<file path="src/rtl/ad_pkg.sv">
// Shared definitions for the ADC sampling front end: sample width, the
// out-of-range clamp word and the transmit FSM state encoding.
package ad_pkg;

  // Sample width; matches the SPI transmitter data width.
  localparam int DATA_W = 12;

  // Word stored in place of the ADC output when the out-of-range flag is set.
  localparam logic [DATA_W-1:0] OTR_CLAMP = {DATA_W{1'b1}};

  // One-hot transmit handshake states.
  typedef enum logic [4:0] {
    TX_IDLE      = 5'b00001,
    TX_LOAD      = 5'b00010,
    TX_START     = 5'b00100,
    TX_WAIT_BUSY = 5'b01000,
    TX_WAIT_IDLE = 5'b10000
  } tx_state_e;

endpackage

</file>
<file path="src/rtl/ad_sample_fifo.sv">
// Small synchronous sample FIFO. A push and a pop in the same cycle both
// succeed, including when full (the slot being read is overwritten only at
// the clock edge) and when empty (the pushed word bypasses to the read port).
module ad_sample_fifo
  import ad_pkg::*;
#(
  parameter int DEPTH = 4,
  localparam int AW = $clog2(DEPTH),
  localparam int LW = AW + 1
) (
  input  logic              clk,
  input  logic              rst,
  input  logic              i_push,
  input  logic [DATA_W-1:0] i_wr_data,
  input  logic              i_pop,
  output logic [DATA_W-1:0] o_rd_data,
  output logic              o_full,
  output logic              o_empty,
  output logic [LW-1:0]     o_level
);

  logic [DATA_W-1:0] r_mem [DEPTH];
  logic [AW-1:0]     r_wr_ptr;
  logic [AW-1:0]     r_rd_ptr;
  logic [LW-1:0]     r_level;
  logic              w_do_push;
  logic              w_do_pop;

  assign o_full    = (r_level == LW'(DEPTH));
  assign o_empty   = (r_level == '0);
  assign o_level   = r_level;
  assign w_do_push = i_push && (!o_full || i_pop);
  assign w_do_pop  = i_pop && (!o_empty || i_push);
  assign o_rd_data = o_empty ? i_wr_data : r_mem[r_rd_ptr];

  // Storage array written on every accepted push.
  // NOTE: the data array carries no reset; only pointers and level define validity.
  always_ff @(posedge clk) begin
    if (w_do_push) begin
      r_mem[r_wr_ptr] <= i_wr_data;
    end
  end

  // Pointers and fill level.
  // NOTE: sequential state uses non-blocking assignments so every register samples pre-edge values.
  always_ff @(posedge clk) begin
    if (rst) begin
      r_wr_ptr <= '0;
      r_rd_ptr <= '0;
      r_level  <= '0;
    end else begin
      if (w_do_push) r_wr_ptr <= r_wr_ptr + AW'(1);
      if (w_do_pop)  r_rd_ptr <= r_rd_ptr + AW'(1);
      case ({w_do_push, w_do_pop})
        2'b10:   r_level <= r_level + LW'(1);
        2'b01:   r_level <= r_level - LW'(1);
        default: r_level <= r_level;
      endcase
    end
  end

endmodule

</file>
<file path="src/rtl/ad_sample_ctrl.sv">
// ADC sample pacing and SPI transmitter feed. A free-running sample timer
// launches conversions, the captured word is queued in a small FIFO, and a
// transmit FSM hands each word to the SPI transmitter, retrying the start
// pulse if the transmitter never drops spi_nc.
module ad_sample_ctrl
  import ad_pkg::*;
#(
  parameter int DIV        = 50,
  parameter int CONV_CYC   = 4,
  parameter int FIFO_DEPTH = 4,
  parameter int BUSY_TMO   = 8
) (
  input  logic              clk,
  input  logic              rst,
  input  logic              en,
  output logic              ad_clk,
  input  logic [DATA_W-1:0] ad_data,
  input  logic              ad_otr,
  output logic [DATA_W-1:0] tx_data,
  output logic              tx_start,
  input  logic              spi_nc,
  output logic              overflow,
  output logic [15:0]       sample_cnt
);

  localparam int TIM_W  = $clog2(DIV);
  localparam int CONV_W = $clog2(CONV_CYC + 1);
  localparam int TMO_W  = $clog2(BUSY_TMO + 1);
  localparam int LVL_W  = $clog2(FIFO_DEPTH) + 1;

  logic [TIM_W-1:0]  r_timer;
  logic [CONV_W-1:0] r_conv_cnt;
  logic              r_ad_clk;
  logic              r_capture;
  logic              r_overflow;
  logic [15:0]       r_sample_cnt;
  logic [DATA_W-1:0] r_tx_data;
  logic [TMO_W-1:0]  r_tmo;
  tx_state_e         r_state;
  tx_state_e         w_state_nxt;

  logic              w_wrap;
  logic [DATA_W-1:0] w_sample;
  logic              w_pop;
  logic              w_push_ok;
  logic [DATA_W-1:0] w_fifo_rd_data;
  logic              w_fifo_full;
  logic              w_fifo_empty;
  logic [LVL_W-1:0]  w_unused_level;

  assign w_wrap     = en && (r_timer == TIM_W'(DIV - 1));
  assign w_sample   = ad_otr ? OTR_CLAMP : ad_data;
  assign w_pop      = (r_state == TX_LOAD);
  assign w_push_ok  = r_capture && (!w_fifo_full || w_pop);

  assign ad_clk     = r_ad_clk;
  assign tx_data    = r_tx_data;
  assign tx_start   = (r_state == TX_START);
  assign overflow   = r_overflow;
  assign sample_cnt = r_sample_cnt;

  // Sample timer: counts while enabled, clears and holds while disabled.
  always_ff @(posedge clk) begin
    if (rst || !en || w_wrap) begin
      r_timer <= '0;
    end else begin
      r_timer <= r_timer + TIM_W'(1);
    end
  end

  // Conversion sequencer: strobe ad_clk, then flag the capture cycle.
  always_ff @(posedge clk) begin
    if (rst) begin
      r_ad_clk   <= 1'b0;
      r_conv_cnt <= '0;
      r_capture  <= 1'b0;
    end else begin
      r_capture <= 1'b0;
      if (w_wrap) begin
        r_ad_clk   <= 1'b1;
        r_conv_cnt <= '0;
      end else if (r_ad_clk) begin
        if (r_conv_cnt == CONV_W'(CONV_CYC - 1)) begin
          r_ad_clk  <= 1'b0;
          r_capture <= 1'b1;
        end else begin
          r_conv_cnt <= r_conv_cnt + CONV_W'(1);
        end
      end
    end
  end

  // Sticky drop flag and accepted-sample counter.
  always_ff @(posedge clk) begin
    if (rst) begin
      r_overflow   <= 1'b0;
      r_sample_cnt <= '0;
    end else begin
      if (r_capture && w_fifo_full && !w_pop) r_overflow <= 1'b1;
      if (w_push_ok) r_sample_cnt <= r_sample_cnt + 16'd1;
    end
  end

  ad_sample_fifo #(
    .DEPTH (FIFO_DEPTH)
  ) u_fifo (
    .clk       (clk),
    .rst       (rst),
    .i_push    (w_push_ok),
    .i_wr_data (w_sample),
    .i_pop     (w_pop),
    .o_rd_data (w_fifo_rd_data),
    .o_full    (w_fifo_full),
    .o_empty   (w_fifo_empty),
    .o_level   (w_unused_level)
  );

  // Transmit FSM state register.
  always_ff @(posedge clk) begin
    if (rst) r_state <= TX_IDLE;
    else     r_state <= w_state_nxt;
  end

  // Transmit FSM next-state decode.
  // NOTE: defaulting the next state first keeps this block free of latches.
  always_comb begin
    w_state_nxt = r_state;
    case (r_state)
      TX_IDLE:      if (!w_fifo_empty && spi_nc) w_state_nxt = TX_LOAD;
      TX_LOAD:      w_state_nxt = TX_START;
      TX_START:     w_state_nxt = TX_WAIT_BUSY;
      TX_WAIT_BUSY: begin
        if (!spi_nc)                         w_state_nxt = TX_WAIT_IDLE;
        else if (r_tmo == TMO_W'(BUSY_TMO))  w_state_nxt = TX_START;
      end
      TX_WAIT_IDLE: if (spi_nc) w_state_nxt = TX_IDLE;
      default:      w_state_nxt = TX_IDLE;
    endcase
  end

  // Busy timeout: cycles spent in WAIT_BUSY with the transmitter still idle.
  always_ff @(posedge clk) begin
    if (rst || r_state != TX_WAIT_BUSY) begin
      r_tmo <= '0;
    end else if (spi_nc && r_tmo != TMO_W'(BUSY_TMO)) begin
      r_tmo <= r_tmo + TMO_W'(1);
    end
  end

  // Outgoing word: loaded only in LOAD, so it is stable through the frame.
  always_ff @(posedge clk) begin
    if (rst)          r_tx_data <= '0;
    else if (w_pop)   r_tx_data <= w_fifo_rd_data;
  end

endmodule

</file>
<file path="config.mk">
export PLATFORM = sky130hd
export DESIGN_NAME = ad_sample_ctrl
export DESIGN_NICKNAME = d
export VERILOG_FILES = /design/src/rtl/ad_pkg.sv /design/src/rtl/ad_sample_fifo.sv /design/src/rtl/ad_sample_ctrl.sv
export SDC_FILE = /design/constraint.sdc
export NUM_CORES = 1
export LEC_CHECK = 0
export CAP_MARGIN = 20
export CORE_MARGIN = 2
export CORE_UTILIZATION = 50
export DETAILED_ROUTE_END_ITERATION = 10
export GPL_TIMING_DRIVEN = 0
export PLACE_DENSITY_LB_ADDON = 0.12
export REMOVE_ABC_BUFFERS = 1
export SYNTH_ARGS = -nofsm -noshare
export SYNTH_HDL_FRONTEND = slang
export SYNTH_SLANG_ARGS = --single-unit
</file>
<file path="constraint.sdc">
create_clock -name clk -period 2.8 [get_ports clk]
set_input_delay 0.56 -clock clk [delete_from_list [all_inputs] [get_ports clk]]
set_output_delay 0.56 -clock clk [all_outputs]
set_load 0.01 [all_outputs]
</file>
After elaboration in Yosys (flattened, before gate mapping)
Memory sizes are Yosys's and may differ from the RTL's. A register that Yosys moved wholly into a read port is not among the register bits.
Index checks and enable logic that the tools add are counted.
- multiplexer cells: 16
- equal/unequal tests: 16
- add/subtract/negate cells: 8
- bitwise gates (word level): 2
- reductions and logical operators: 23
- operator list (operator ; number):
    $pmux W5 S5 ; 1
    $mux W12 ; 2
    $mux W5 ; 4
    $add A16 B1 Y16 const B ; 1
    $logic_and A1 B1 Y1 ; 8
    $add A3 B1 Y3 const B ; 2
    $add A6 B1 Y6 const B ; 1
    $eq A6 B6 Y1 const B ; 1
    $mux W1 ; 6
    $pmux W3 S2 ; 1
    $eq A5 B1 Y1 const B ; 1
    $eq A5 B2 Y1 const B ; 1
    $eq A5 B3 Y1 const B ; 1
    $eq A5 B4 Y1 const B ; 1
    $eq A5 B5 Y1 const B ; 1
    $logic_or A1 B1 Y1 ; 5
    $ne A5 B4 Y1 const B ; 1
    $add A2 B1 Y2 const B ; 2
    $add A4 B1 Y4 const B ; 1
    $eq A4 B4 Y1 const B ; 1
    $logic_not A1 Y1 ; 4
    $mux W2 ; 2
    $ne A2 B2 Y1 const B ; 2
    $ne A4 B4 Y1 const B ; 1
    13 further kinds ; 14
- memories: 1
- memory bits (writable): 48
- bits of input ports: 17
- logic and storage cells: 78
- register bits after elaboration: 56
- memory list (memory ; words ; bits a word ; read ports ; clocked after memory_dff ; write ports ; line ; text):
    u_fifo.r_mem ; 4 ; 12 ; 1 ; 1 ; 1 ; ad_sample_fifo.sv:22 ; logic [DATA_W-1:0] r_mem [DEPTH];

Depth between registers and ports, before layout
Gate-level depths: netlist of run 1.
- depth in word-level cells: 8
- mapped depth: 11
- mapped depth without buffers: 9

Modules after synthesis
A second synthesis of run 1 with hierarchy kept.
- cell total of the unflattened synthesis: 401
- area total of the unflattened synthesis: 4715.8 sq um
- modules (own cells, without submodules) (module ; cells each ; area an instance (sq um) ; sequential area each (sq um) ; instances):
    ad_sample_fifo ; 130 ; 2363.5 ; 1621.6 ; 1
    ad_sample_ctrl ; 271 ; 2352.3 ; 980.9 ; 1

Worst setup path before layout of run 1
Ideal clock, no wire load.
- path type: reg2reg
- start: reg u_fifo.r_level[2], in the netlist u_fifo.o_level[2]
- end: reg u_fifo.r_level[2], in the netlist u_fifo.o_level[2]
- setup time: 0.070 ns
- clock period less this slack: 2.583 ns
- path slack: 0.217 ns
- cell stages (with the launch flop): 11
- required time: 2.730 ns
- data arrival time: 2.513 ns
- path through: dfxtp_1 or3b_4 a22oi_4 buf_6 buf_12 ha_1 inv_1 fa_1 xor2_1 or3_1 a21oi_1
- word-level cells in the longest chain between the ends: 8
- elaborated cells between the ends (all ways): 15
- those cells by class: add/sub (2); eq/ne (3); mux (1); reduce/logical (9)
- RTL lines (element ; line ; text):
    from (decl) ; ad_sample_fifo.sv:25 ; logic [LW-1:0] r_level;
    from (signal assigned) ; ad_sample_fifo.sv:55 ; 2'b10: r_level <= r_level + LW'(1);
    from (signal assigned) ; ad_sample_fifo.sv:56 ; 2'b01: r_level <= r_level - LW'(1);
    from (signal assigned) ; ad_sample_fifo.sv:57 ; default: r_level <= r_level;
    $eq A3 B3 Y1 ; ad_sample_fifo.sv:29 ; assign o_full = (r_level == LW'(DEPTH));
    $logic_not A1 Y1 ; ad_sample_fifo.sv:32, ad_sample_ctrl.sv:54 ;
    $logic_or A1 B1 Y1 ; ad_sample_fifo.sv:32, ad_sample_ctrl.sv:54 ;
    $logic_and A1 B1 Y1 ; ad_sample_ctrl.sv:54 ; assign w_push_ok = r_capture && (!w_fifo_full || w_pop);
    $logic_or A1 B1 Y1 ; ad_sample_fifo.sv:33 ; assign w_do_pop = i_pop && (!o_empty || i_push);
    $logic_and A1 B1 Y1 ; ad_sample_fifo.sv:33 ;
    $eq A2 B1 Y1 or $eq A2 B2 Y1 (tied branches) ; ad_sample_fifo.sv:54 ; case ({w_do_push, w_do_pop})
    $pmux W3 S2 or $reduce_bool A2 Y1 (tied branches) ; -- ;
Several ways; a longest one is shown, not always the timed one.
A chain may end at the register's enable or synchronous reset.

Final worst setup path of run 1
- start: reg u_fifo.r_level[0], in the netlist u_fifo.o_level[0]
- end: reg u_fifo.r_level[2], in the netlist u_fifo.o_level[2]
- word-level cells in the longest chain between the ends: 8
- elaborated cells between the ends (all ways): 15
- those cells by class: add/sub (2); eq/ne (3); mux (1); reduce/logical (9)
- RTL lines (element ; line ; text):
    $eq A3 B3 Y1 ; ad_sample_fifo.sv:29 ;
    $logic_not A1 Y1 ; ad_sample_ctrl.sv:54 ;
    $logic_or A1 B1 Y1 ; ad_sample_ctrl.sv:54 ;
    $logic_and A1 B1 Y1 ; ad_sample_ctrl.sv:54 ;
    $logic_or A1 B1 Y1 (*) ; ad_sample_fifo.sv:33 ;
    $logic_and A1 B1 Y1 (*) ; ad_sample_fifo.sv:33 ;
    net u_fifo.w_do_pop ; ad_sample_fifo.sv:27 ; logic w_do_pop;
    $eq A2 B1 Y1 or $eq A2 B2 Y1 (tied branches) ; ad_sample_fifo.sv:54 ;
    $pmux W3 S2 or $reduce_bool A2 Y1 (tied branches) ; -- ;
The timed path passes the listed nets; every way through them passes the cells marked *.

==> results of run 1 <==
==> timing repair <==
action                     4_1_cts  5_1_grt
setup endpoints to repair        2        0
resized for setup                0        0
hold buffers                     0        0
setup buffers                    1        0
==> worst paths after layout <==
check | start | to | cells after the start
max reg2reg | u_fifo.o_level[0]$_SDFFE_PP0P_ | u_fifo.o_level[2]$_SDFFE_PP0P_ | 9
max | u_fifo.o_level[0]$_SDFFE_PP0P_ | u_fifo.o_level[2]$_SDFFE_PP0P_ | 9
min | ad_clk$_SDFF_PP0_ | r_capture$_SDFF_PP0_ | 2
min reg2reg | ad_clk$_SDFF_PP0_ | r_capture$_SDFF_PP0_ | 2
==> worst min-delay path, delay by kind of cell, from the launching register on <==
kind,cells,cell delay (ps)
and+or+nand+nor,2,100
DFF,1,360
==> flip-flops by register name, indices dropped and copies added, names as in the netlist, named ones only <==
name / flops
r_capture: 1
r_tmo: 4
sample_cnt: 16
u_fifo.o_level: 3
u_fifo.r_mem: 48
overflow: 1
u_fifo.r_wr_ptr: 2
u_fifo.r_rd_ptr: 2
r_conv_cnt: 3
ad_clk: 1
r_state: 5
tx_data: 12
r_timer: 6
==> stage by stage <==
step                      power (W)  utilization, %  instances  worst slack (ps)
after global placement      0.00180            57.6        535              -534
after global routing        0.00280            60.7        558              15.7
after CTS                   0.00272            60.6        557               180
after floorplan             0.00174               -        380              67.9
final                       0.00269            60.7        558               185
after detailed placement    0.00180            58.1        539              -246
==> power groups by stage <==
stage	clock network, W	logic (W)	registers (W)
6_report	0.000917	0.000134	0.00164
4_1_cts	0.000950	0.000133	0.00164
2_1_floorplan	0	0.0000690	0.00167
5_1_grt	0.00101	0.000148	0.00164
3_3_place_gp	0	0.000130	0.00167
3_5_place_dp	0	0.000130	0.00167
==> cells in the final DEF (no fill, tap or decap), types with 6 or more instances in the layout <==
cell type	n
inv_1	20
xor2_1	10
clkbuf_8	10
nand3_1	11
or3_1	6
mux4_2	12
or2_2	14
a21oi_1	18
edfxtp_1	48
a311oi_1	12
dfxtp_1	58
nand2_1	37
ha_1	12
o31ai_1	8
clkdlybuf4s50_1	46
or4_1	7
nor2_1	50
o21ai_0	7
==> per-layer routing <==
metal,vias to the layer above,routed length [um]
met5,-,0
met4,0,93
met3,10,246
met2,48,4360
met1,1481,4150
li1,1536,-
==> logic make-up after synthesis <==
logic type,synth area share (%)
buffers and inverters,4.17
AOI/OAI and AO/OA,9.14
muxes,6.83
xor gates and xnor gates,2.88
and+or+nand+nor,16.2
DFF,57.1
adders and majority gates,3.73
==> final cells by class <==
cell class	count	area share (%)
Clock buffer	10	2.59
Multi-Input combinational cell	255	33.6
Tap cell	108	2.54
Timing Repair Buffer	53	9.84
Inverter	20	1.41
Sequential cell	106	48.9
Clock inverter	6	1.13
==> out/summary.txt, run 1 <==
Final setup viols: 0
Initial core utilization: 52.0%
CP Launch Type: flip-flop
Post-synth top cells: 58 x dfxtp_1, 50 x nor2_1, 48 x edfxtp_1, 37 x nand2_1, 20 x inv_1
DIE WIDTH: 99.5 um
Fmax: 382 MHz
Unrepaired setup endpoints after global routing: no
Worst Setup End Kind: flip-flop
Number of global-route vias before repair: 3015
Fin crit share: 93.4%
CTS tree: built
Power share of the clock group: 34.1%
Post-synthesis sequential area ratio: 57.1%
Post-DRT Antenna Nets: 0
Slew Limit Fails: 0
Synth top area share: 31.6%
Pin count of the biggest net entering global routing: 43
Longest Clk Path Bufs: 2
Final Hold Viols: 0
P_sw: 0.000635 W
Cell variety after synth: 48
Pwr/cell area: 505 nW/um2
Worst-path cell chain: or3_1 > o211ai_1 > inv_1 > ha_1 > inv_1 > fa_1 > xor2_1 > or3_1 > a21oi_1
# port buffers: 47
Sequential Area: 2600 um2
Clock Skew: 14.3 ps
Clk pin slew, worst setup/hold paths: 110 ps
Final hold slack: 485 ps
Critical path's top delay family: simple AND/OR/NAND/NOR gates
Drt first pass iters: 4
P&R area growth vs syn: 16.6%
Post-layout instance area: 5320 um2
Cell Int Power: 0.00205 W
Cells after Synth: 400
VDD IR max: 0.000306 V
Minimum clock period: 2620 ps
Clk root buf: clkbuf_8
Diode count: 0
Post-route setup TNS: 0 ps
Core ar.: 8760 um2
Sw Ratio: 23.6%
Clk_lat worst skew: 370 ps
DRC marker count from the first detailed-route iteration: 151
Leakage power: 1.84 nW
WL final: 8.85 mm
CP Data Arrival Time: 2910 ps
HPWL Detailed: 5.70 mm
Status: completed
First-pass GRT wire length: 14.8 mm
Met1 Usage GRT: 25.7%
Reg2reg setup slack: 180 ps
CP required: 3100 ps
Worst path bufs/invs: 2
Grt peak-use layer: met2
Syn_area_per_cell: 11.4 um2
# rows: 34
Vias: 3075
Clk sinks: 106
Routability Congestion: 0.776
Initial antenna violation count: 0
H-tree depth: 3
Sequential power share: 60.9%
Ports: 48
Total track usage: 18.9%
Avg WL per Cell: 15.9 um
Die area: 9900 um2
Via density: 5.51
Max_cap viols: 0
Cell Area, Placed: 5090 um2
CTS Buf Count: 9
EDFF count, synth: 48
Layout fillers: 744
Slowest-stage cell, CP: or3_1
Worst Hold Class: flip-flop to flip-flop
Synth top area cells: edfxtp_1 32%, dfxtp_1 25%, mux4_2 5.9%
Post-synth top area cell: edfxtp_1
Remaining global-route overflow: 0
WS Path Type: flip-flop to flip-flop
Rel. slew slack: 36.4%
Asr flop ratio synth: 0%
DIE HEIGHT: 99.5 um
Layout cells sized above 1: 12.2%
Comb pwr share: 5.0%
Mapped cell area: 4560 um2
Global-route track usage on met2: 31.1%
Largest stage delay, worst path: 540 ps
Synthesized flop and latch total: 106
# DRC: 0
Most common cell in the netlist: dfxtp_1
Multi-input gate area: 1780 um2
Met3 Resource Use GR: 3.58%
Crit path max fanout: 14
Post-synth top flop: dfxtp_1
Tightest Pin Transition: 949 ps
Yosys warns: 0
Final-stage net count: 475
Power figures use the tool's default switching activity.
==> run 2, diff against run 1 <==
- CORE_MARGIN: 2 -> default
==> run 2 against run 1 <==
Register-to-register slack improved by 120 ps. Power decreased by 1.1%. Clock skew shrank 3.7 ps. Critical endpoint is now tx_start. Maximum frequency grew 2.4%.
==> out/summary.txt, run 2 (same netlist as run 1, synthesis figures left out) <==
Post-DRT Antenna Nets: 0 (unchanged)
CP required: 2240 ps (-860 ps)
Worst Reg-to-Reg Cells: 9 (unchanged)
First-pass GRT wire length: 14.1 mm (-4.3%)
Worst hold path stage count: 1 (-1)
Post-Route Utilization: 60.6% (-0.11 points)
Number of flip-flops in the largest register: 48 (unchanged)
Status: completed
Rel. slew slack: 21.8% (-15 points)
FF-to-FF End: u_fifo.o_level[2]$_SDFFE_PP0P_
Diode count: 0 (unchanged)
Crit path max fanout: 8 (-6)
Clk_lat worst skew: 360 ps (about the same)
Slew Limit Fails: 0 (unchanged)
DRC marker count from the first detailed-route iteration: 199 (+32%)
CTS Buf Count: 9 (unchanged)
Tightest Pin Transition: 1160 ps (+209 ps)
Leakage power: 1.82 nW (-0.72%)
Largest stage delay, worst path: 540 ps (about the same)
Max_cap viols: 0 (unchanged)
# port buffers: 47 (unchanged)
Clk sinks: 106 (unchanged)
Longest Clk Path Bufs: 2 (unchanged)
DIE HEIGHT: 97.5 um (-2.0%)
Remaining global-route overflow: 0 (unchanged)
Clk root buf: clkbuf_8
Final-stage net count: 474 (-0.21%)
CTS tree: built
DIE WIDTH: 97.5 um (-2.0%)
Post-layout instance area: 5310 um2 (-0.19%)
Most frequent cells in the layout: 58 x dfxtp_1, 50 x nor2_1, 48 x edfxtp_1
Unrepaired setup endpoints after global routing: no
Vias: 3107 (+1.0%)
Clk pin slew, worst setup/hold paths: 100 ps (about the same)
Clock Skew: 10.6 ps (-3.67 ps)
WL final: 8.74 mm (-1.2%)
Initial core utilization: 52.0% (unchanged)
Routability Congestion: 0.836 (+7.6%)
WHS Endpoint: r_timer[0]$_SDFF_PP0_
# rows: 34 (unchanged)
Slowest-stage cell, CP: clkdlybuf4s50_1
Worst-path cell chain: nor3_4 > and2_1 > clkdlybuf4s50_1
VDD IR max: 0.000256 V (-16%)
Pwr/cell area: 501 nW/um2 (-0.89%)
P&R area growth vs syn: 16.4%
Worst Setup End Kind: output port
WS Path Type: flip-flop to output port
Hold Crit Start: r_timer[0]$_SDFF_PP0_
Avg WL per Cell: 15.7 um (-1.0%)
Initial antenna violation count: 0 (unchanged)
Layout fillers: 734 (-1.3%)
Most flop-heavy register: u_fifo.r_mem
Layout cells sized above 1: 12.2% (+0.027 points)
Pwr Total: 0.00266 W (-1.1%)
Core ar.: 8760 um2 (unchanged)
Minimum clock period: 2550 ps (-61.5 ps)
Reg2reg setup slack: 300 ps (+120 ps)
Pin count of the biggest net entering global routing: 43 (unchanged)
H-tree depth: 3 (unchanged)
Die area: 9500 um2 (-4.0%)
Cell Area, Placed: 5090 um2 (unchanged)
CP Launch Type: flip-flop
Fin crit share: 91.2% (-2.2 points)
CP Data Arrival Time: 1990 ps (-920 ps)
Ports: 48 (unchanged)
Total track usage: 18.9% (-0.033 points)
Drt first pass iters: 5 (+1)
Final Hold Viols: 0 (unchanged)
# DRC: 0 (unchanged)
R2R Path Start: r_state[4]$_SDFFE_PP0P_
Final setup viols: 0 (unchanged)
Commonest non-fill, non-tap cell in the layout: dfxtp_1
Number of global-route vias before repair: 2865 (-5.0%)
Fmax: 392 MHz (+2.4%)
HPWL Detailed: 5.53 mm (-2.8%)
Worst Hold Class: flip-flop to flip-flop
Via density: 5.58 (+1.2%)
## run 2: changes by cell type in the layout (fill, tap and decap cells not counted)
cell and change:
or3_4 +1, clkbuf_2 -1, clkinv_8 -1, inv_4 -1
or3_1 -1, clkinvlp_4 +1, clkinv_2 +1
## run 2: worst max path at each step
stage / from / end / depth (start not counted) / slack (ps)
after global placement: rst / r_timer[5]$_SDFF_PP0_ / 4 / -530
final: r_state[4]$_SDFFE_PP0P_ / tx_start / 3 / 250
after global routing: r_state[4]$_SDFFE_PP0P_ / u_fifo.o_level[2]$_SDFFE_PP0P_ / 9 / 150
after CTS: u_fifo.o_level[0]$_SDFFE_PP0P_ / u_fifo.o_level[2]$_SDFFE_PP0P_ / 9 / 130
after floorplan: u_fifo.o_level[2]$_SDFFE_PP0P_ / u_fifo.o_level[2]$_SDFFE_PP0P_ / 8 / 70
after detailed placement: u_fifo.o_level[2]$_SDFFE_PP0P_ / u_fifo.o_level[2]$_SDFFE_PP0P_ / 8 / -270
## run 2: cell type report
| class | instances | area [um2] | share of cell area, % |
|---|---|---|---|
| Multi-Input combinational cell | 255 | 1790 | 33.7 |
| Inverter | 20 | 75.1 | 1.41 |
| Timing Repair Buffer | 52 | 518 | 9.76 |
| Clock buffer | 10 | 138 | 2.59 |
| Sequential cell | 106 | 2600 | 49.0 |
| Tap cell | 108 | 135 | 2.55 |
| Clock inverter | 6 | 50.0 | 0.943 |
## run 2: worst max-delay path, delay by kind of cell, from the launching register on
family / cells / cell delay [ps]
flip-flops: 1 / 400
AND/OR/NAND/NOR: 2 / 700
buffers and inverters: 1 / 540
## run 2: repair_timing
| action | CTS | global route |
|---|---|---|
| pin swaps | 1 | 0 |
| gates cloned | 1 | 0 |
| gates resized for setup | 0 | 1 |
| setup buffers | 1 | 0 |
| hold buffers | 0 | 0 |
| endpoints found under the setup margin | 2 | 1 |
## run 2: where the power goes
| group | internal (W) | switching [W] | total (W) |
|---|---|---|---|
| sequential | 0.00162 | 0.0000126 | 0.00164 |
| combinational | 0.0000591 | 0.0000745 | 0.000134 |
| clock | 0.000359 | 0.000529 | 0.000889 |
## run 2: routing by layer
layer,GRT usage (%),routed length [um]
met5,0,0
met4,4.75,73
met3,4.39,281
met2,30.1,4220
met1,26.1,4160
## run 2: per-stage QoR
step / TNS, ps / cells / worst slack, ps / hold WS (ps)
after floorplan: 0 / 380 / 67.9 / 433
after global placement: -6000 / 535 / -527 / 451
after detailed placement: -325 / 539 / -274 / 461
after CTS: 0 / 557 / 131 / 493
after global routing: 0 / 557 / 152 / 513
final: 0 / 557 / 246 / 484
